### config.mk
export PLATFORM = sky130hd
export DESIGN_NAME = regfile_wb_sched
export DESIGN_NICKNAME = d
export VERILOG_FILES = /design/src/rtl/regfile_wb_sched.sv
export SDC_FILE = /design/constraint.sdc
export NUM_CORES = 1
export LEC_CHECK = 0
export BUFFER_PORTS_ARGS = -buffer_cell sky130_fd_sc_hd__buf_2
export CAP_MARGIN = 20
export CORE_UTILIZATION = 47
export CTS_BUF_LIST = sky130_fd_sc_hd__clkbuf_4 sky130_fd_sc_hd__clkbuf_8
export DETAILED_ROUTE_END_ITERATION = 16
export GPL_ROUTABILITY_DRIVEN = 0
export GPL_TIMING_DRIVEN = 0
export PLACE_DENSITY = 0.87
export SLEW_MARGIN = 20
export SYNTH_ARGS = -nofsm -noshare
export SYNTH_HDL_FRONTEND = slang
export SYNTH_SLANG_ARGS = --single-unit
### constraint.sdc
create_clock -name clk -period 3.2 [get_ports clk]
set_clock_uncertainty 0.05 [all_clocks]
set_input_delay 0.48 -clock clk [delete_from_list [all_inputs] [get_ports clk]]
set_output_delay 0.48 -clock clk [all_outputs]
set_load 0.005 [all_outputs]
### src/rtl/regfile_wb_sched.sv
// regfile_wb_sched: tracks pending register writes and arbitrates two writeback sources onto one write port.
module regfile_wb_sched #(
  parameter int XLEN    = 64,
  parameter int REG_NUM = 32
) (
  input  logic               clk,
  input  logic               rst,
  input  logic               issue_en,
  input  logic [4:0]         issue_rd,
  input  logic               rs1_en,
  input  logic               rs2_en,
  input  logic [4:0]         rs1_addr,
  input  logic [4:0]         rs2_addr,
  output logic               stall,
  input  logic               exu_wb_valid,
  input  logic [4:0]         exu_wb_addr,
  input  logic [XLEN-1:0]    exu_wb_data,
  output logic               exu_wb_ready,
  input  logic               lsu_wb_valid,
  input  logic [4:0]         lsu_wb_addr,
  input  logic [XLEN-1:0]    lsu_wb_data,
  output logic               lsu_wb_ready,
  output logic               wr_en,
  output logic [4:0]         wr_addr,
  output logic [XLEN-1:0]    wr_data,
  output logic [REG_NUM-1:0] busy_vec,
  output logic               wb_err
);
  localparam logic [REG_NUM-1:0] ONE = REG_NUM'(1);
  logic [REG_NUM-1:0] busy_q, busy_d, set_m, clr_m;
  logic               ptr_q, ptr_d, wr_en_q, wr_en_d, wb_err_q, wb_err_d;
  logic [4:0]         wr_addr_q, wr_addr_d, hs_addr;
  logic [XLEN-1:0]    wr_data_q, wr_data_d, hs_data;
  logic               exu_hs, lsu_hs, hs, acc;
  assign stall = (rs1_en & busy_q[rs1_addr]) | (rs2_en & busy_q[rs2_addr]) | (issue_en & busy_q[issue_rd]);
  // ptr_q low favours EXU when both sources request
  assign exu_wb_ready = ~rst & exu_wb_valid & (~lsu_wb_valid | ~ptr_q);
  assign lsu_wb_ready = ~rst & lsu_wb_valid & (~exu_wb_valid | ptr_q);
  always_comb begin
    exu_hs    = exu_wb_valid & exu_wb_ready;
    lsu_hs    = lsu_wb_valid & lsu_wb_ready;
    hs        = exu_hs | lsu_hs;
    hs_addr   = lsu_hs ? lsu_wb_addr : exu_wb_addr;
    hs_data   = lsu_hs ? lsu_wb_data : exu_wb_data;
    acc       = issue_en & ~stall;
    set_m     = acc ? ONE << issue_rd : '0;
    clr_m     = hs ? ONE << hs_addr : '0;
    busy_d    = ((busy_q & ~clr_m) | set_m) & ~ONE;
    ptr_d     = exu_hs ? 1'b1 : lsu_hs ? 1'b0 : ptr_q;
    wr_en_d   = hs & (hs_addr != 5'd0);
    wr_addr_d = hs ? hs_addr : 5'd0;
    wr_data_d = hs ? hs_data : '0;
    wb_err_d  = wb_err_q | (wr_en_d & ~busy_q[hs_addr]);
  end
  always_ff @(posedge clk) begin
    if (rst) begin
      busy_q    <= '0;
      ptr_q     <= 1'b0;
      wr_en_q   <= 1'b0;
      wr_addr_q <= 5'd0;
      wr_data_q <= '0;
      wb_err_q  <= 1'b0;
    end else begin
      busy_q    <= busy_d;
      ptr_q     <= ptr_d;
      wr_en_q   <= wr_en_d;
      wr_addr_q <= wr_addr_d;
      wr_data_q <= wr_data_d;
      wb_err_q  <= wb_err_d;
    end
  end
  assign wr_en    = wr_en_q;
  assign wr_addr  = wr_addr_q;
  assign wr_data  = wr_data_q;
  assign busy_vec = busy_q;
  assign wb_err   = wb_err_q;
endmodule

# Yosys cells after proc, flatten, opt, wreduce, memory -nomap -nowiden
# Index checks and enable logic that the tools add are counted.
# Widths: inputs -> output; s select.
# totals
out_inout_bits,106
elab_cells,58
register_bits,104
input_bits,160
# classes
order_cmp,4
n_bitwise,28
mux,14
shift,2
n_reduce_logical,3
# ops
op,count
$mux 32,2
$mux 64,1
$shl 1x5->32 const A,2
$and 32x32->32,1
$not 32->32,1
$or 32x32->32,1
$lt 5x6->1 const B,4
$bmux 1 s5,4
$and 1x1->1,12
$not 1->1,7
$mux 1,6
$or 1x1->1,6
$mux 5,1
$reduce_bool 5->1,1
$reduce_bool 2->1,1
$reduce_or 2->1,1

# Logic depth before layout (Yosys ltp)
# depth
word_depth,10
depth_mapped,11
ltp_nobuf,8

# Worst setup path before layout
# OpenSTA, ideal clock, no wires.
# synth_timing
path_kind,input-to-output
start,input port rs1_addr[1]
end,output port stall
n_path_buf,2
setup_slack_ns,0.221
cell_stages,9
required_ns,2.670
arrival_ns,2.449
cell_sequence,clkbuf_1 mux4_2 nor3_1 a21oi_1 o311ai_0 o21ai_1 a22o_2 buf_6 or2_1
# synth_between
elab_chain_len,5
# synth_lines
element,line,text
start: declaration,12,"input logic [4:0] rs1_addr,"
$bmux 1 s5,35,assign stall = (rs1_en & busy_q[rs1_addr]) | (rs2_en & busy_q[rs2_addr]) | (issue_en & busy_q[issue_rd]);
$mux 1 (not written as such),35,
$and 1x1->1,35,
$or 1x1->1 (2 in a row),35,
end: declaration,14,"output logic stall,"
# Every way passes these cells. The select of a mux whose other input is x is not followed.

# Worst setup path after layout
# layout_timing
start,register busy_q[23] (netlist: busy_vec[23])
end,output port stall
# layout_between
elab_chain_len,5
elab_cells_between_ends,11
cone_classes,mux: 6; bitwise: 5
# layout_lines
element,line,text
start: declaration,30,"logic [REG_NUM-1:0] busy_q, busy_d, set_m, clr_m;"
start signal: assignment,64,busy_q <= busy_d;
$bmux 1 s5,35,
$mux 1 (not written as such),35,
$and 1x1->1,35,
$or 1x1->1,35,
$or 1x1->1 (*),35,
# Every way passes the cells marked *; elsewhere a longest branch is shown, timed or not. The select of a mux whose other input is x is not followed.

==> metrics <==
status finished, final reports clean; number of CTS-inserted buffers 9; Non-Filler Instances 1030; DRT iter0 DRCs 705; Post-Synthesis Cells 608; Hold-fix buffers, CTS 0; post-synth cell types 54; Peak VDD IR 0.2571 mV; IO Pins 266; # H-tree levels 3; Critical Path AT 2.63 ns; switching part of the total 28.74%; Final nets 1045; Initial Util 48.30%; sequential share of power 50.1%; Synth Cell Area 5259 um^2; number of port buffers 256; largest net degree at the start of global routing 17; max cap viols 0; Tcrit/Tclk final 98.67%; number of flops mapped to enable cells by yosys 0; CTS Sinks 103; die width 107.8 um; synth warn 0; CTS tree done; number of global-route vias before repair 5422; drt total wl 20.11 mm; Setup TNS Final 0 ns; vias 6172; leak pwr 0.003308 uW; required time worst endpoint 2.67 ns; final hold slack 0.2817 ns; internal power 1944 uW; CP Class flip-flop to primary output; fraction of layout cells with a size suffix above 1 39.10%; area grow syn2layout 33.83%; Tmin final 3.157 ns; slew of the pin with the lowest slew margin 0.8795 ns; drt drc 0; clock-pin slew on the worst setup and hold paths 0.11 ns; Post-Syn Nets 768; die height 107.8 um; placed cells 1004; Clock Power Share 30.5%; final core area utilization 64.64%; global-route wire length before repair 29.40 mm; top_reg_cell synth dfxtp_1; maximum clock rate 316.7 MHz; Worst Setup End Kind primary output; worst skew pair latency 0.37 ns; NetSw 783.8 uW; root buffer cell clkbuf_8; async set or reset register ratio after synthesis 0%; post-synthesis register bit count 103; critical-path maximum fanout 10; P per Cell Area 387.5 nW/um^2; Core Box Area 10890 um^2; Detail Placement HPWL 15.14 mm; Tot Pwr 2728 uW; drt pass-1 iters 8; Setup crit start kind flip-flop; Max clock buf depth 2; Worst slew margin 39.69%; drt wl/cell 19.53 um; die area 11620 um^2; Mean Syn Cell Area 8.649 um^2; Max Slew Vio Count 0; combinational power share 19.3%; # rows 38; Hold Fails Final Rpt 0; final setup violation count 0; gr usage total 33.74%; n_diodes 0; sequential share of the synthesized area 39.21%; initial antenna violation count 1; RSZ-0062 raised after global routing true; total grt overflow 0; vias per cell 5.992; Final ANT Viol Nets 0; Fill cells 923; Hold WC Path Type primary input to flip-flop
## path summary, 6_finish.rpt
kind | startpoint | to | slack [ns] | cells after the start
setup / recovery | busy_vec[23]$_SDFF_PP0_ | stall | 0.04 | 9
hold / removal | lsu_wb_data[49] | wr_data[49]$_SDFF_PP0_ | 0.28 | 3
setup reg to reg | ptr_q$_SDFFE_PP0P_ | busy_vec[7]$_SDFF_PP0_ | 0.22 | 7
hold reg to reg | ptr_q$_SDFFE_PP0P_ | ptr_q$_SDFFE_PP0P_ | 0.47 | 2
## worst max-delay path, stage by stage, from the launching register on
cell and delay, ns:
dfxtp_2 0.38, mux4_2 0.46, mux2_2 0.27, nand2_1 0.06, o21ai_1 0.06, mux2_4 0.28
a22o_4 0.25, buf_6 0.15, or2_1 0.21, buf_2 0.12
## routing by layer
layer / global-route usage [%] / up-vias / part of all wire [%]
li1: - / 2777 / -
met1: 42.19 / 2822 / 37
met2: 54.53 / 501 / 48
met3: 8.354 / 70 / 12
met4: 15.56 / 2 / 3.6
met5: 0 / - / 0.060
## power by group through the flow
stage / Combinational (uW) / Sequential (uW) / Clock [uW]
floorplan: 252 / 1400 / 0
global placement: 501 / 1400 / 0
detailed placement: 507 / 1400 / 0
CTS: 514 / 1370 / 838
global route: 573 / 1370 / 898
finish: 528 / 1370 / 833
## cells in the final DEF (no fill, tap or decap), types with 2 or more instances in the layout
cell type	count
mux2i_1	20
a211oi_1	3
buf_2	260
mux4_2	20
nor3_1	4
dfxtp_1	89
nand2_1	157
nand2b_1	12
nand3b_1	4
clkbuf_1	31
o41ai_1	24
inv_1	10
dfxtp_4	7
a221oi_1	3
and2_1	2
o41ai_2	6
o211ai_1	31
a21oi_1	78
o31ai_1	4
o211a_1	2
o2111ai_1	2
a22oi_1	3
clkbuf_4	2
clkinv_2	2
nand3_1	14
mux2_2	4
buf_6	6
buf_1	4
a31oi_1	2
nand4_1	3
dfxtp_2	7
clkbuf_8	9
buf_4	12
nor2b_1	6
nor2_1	10
o21ai_1	4
o21ai_0	4
## state kept, by name, summed over array words and instances, names as in the netlist
signal,flops
busy_vec,31
ptr_q,1
wb_err,1
wr_addr,5
wr_data,64
wr_en,1
## synthesized netlist by cell type, types with 5 or more instances
cell type / count / area share [%]
mux2_2: 5 / 1.1
mux4_2: 20 / 8.6
buf_1: 5 / 0.36
mux2i_1: 21 / 4.0
nand2b_1: 12 / 1.4
inv_1: 10 / 0.71
o21ai_0: 5 / 0.48
buf_6: 7 / 1.5
dfxtp_1: 103 / 39
nor2b_1: 6 / 0.71
nor2_1: 10 / 0.71
o211ai_1: 31 / 4.4
nand2_1: 157 / 11
o41ai_1: 24 / 4.0
clkbuf_1: 32 / 2.3
nand3_1: 14 / 1.3
a21oi_1: 79 / 7.5
o41ai_2: 6 / 1.9
## layout make-up
cell class	count	area [um^2]	share of cell area, %
clock buffers	11	138.9	1.973
flip-flops and latches	103	2097	29.80
plain buffers	47	231.5	3.289
inverters	11	41.29	0.5867
multi-input cells	446	2934	41.69
clock inverters	5	56.30	0.8000
well taps	140	175.2	2.489
repair buffers	267	1364	19.38
## per-stage QoR
step	setup slack (ns)	area [um^2]
2_1_floorplan	0.2210	5259
3_3_place_gp	-0.1246	6715
3_5_place_dp	-0.1547	6715
4_1_cts	0.00002576	7007
5_1_grt	-0.02009	7038
6_report	0.04260	7038
## kinds of logic (layout without fill, tap and decap cells)
logic type	after synthesis	after routing	share of synthesized area (%)
buffers and inverters	59	341	5.354
other	1	1	0.07131
flip-flops	103	103	39.21
AND/OR/NAND/NOR	220	220	18.13
multiplexers	47	47	13.85
AO/OA/AOI/OAI	178	178	23.39
## repair_timing
item	CTS	global route
setup buffers	8	3
gates resized for setup	17	11
cloned	0	0
setup endpoints to repair	1	4
pin swaps	1	4
(Power assumes the default switching activity.)
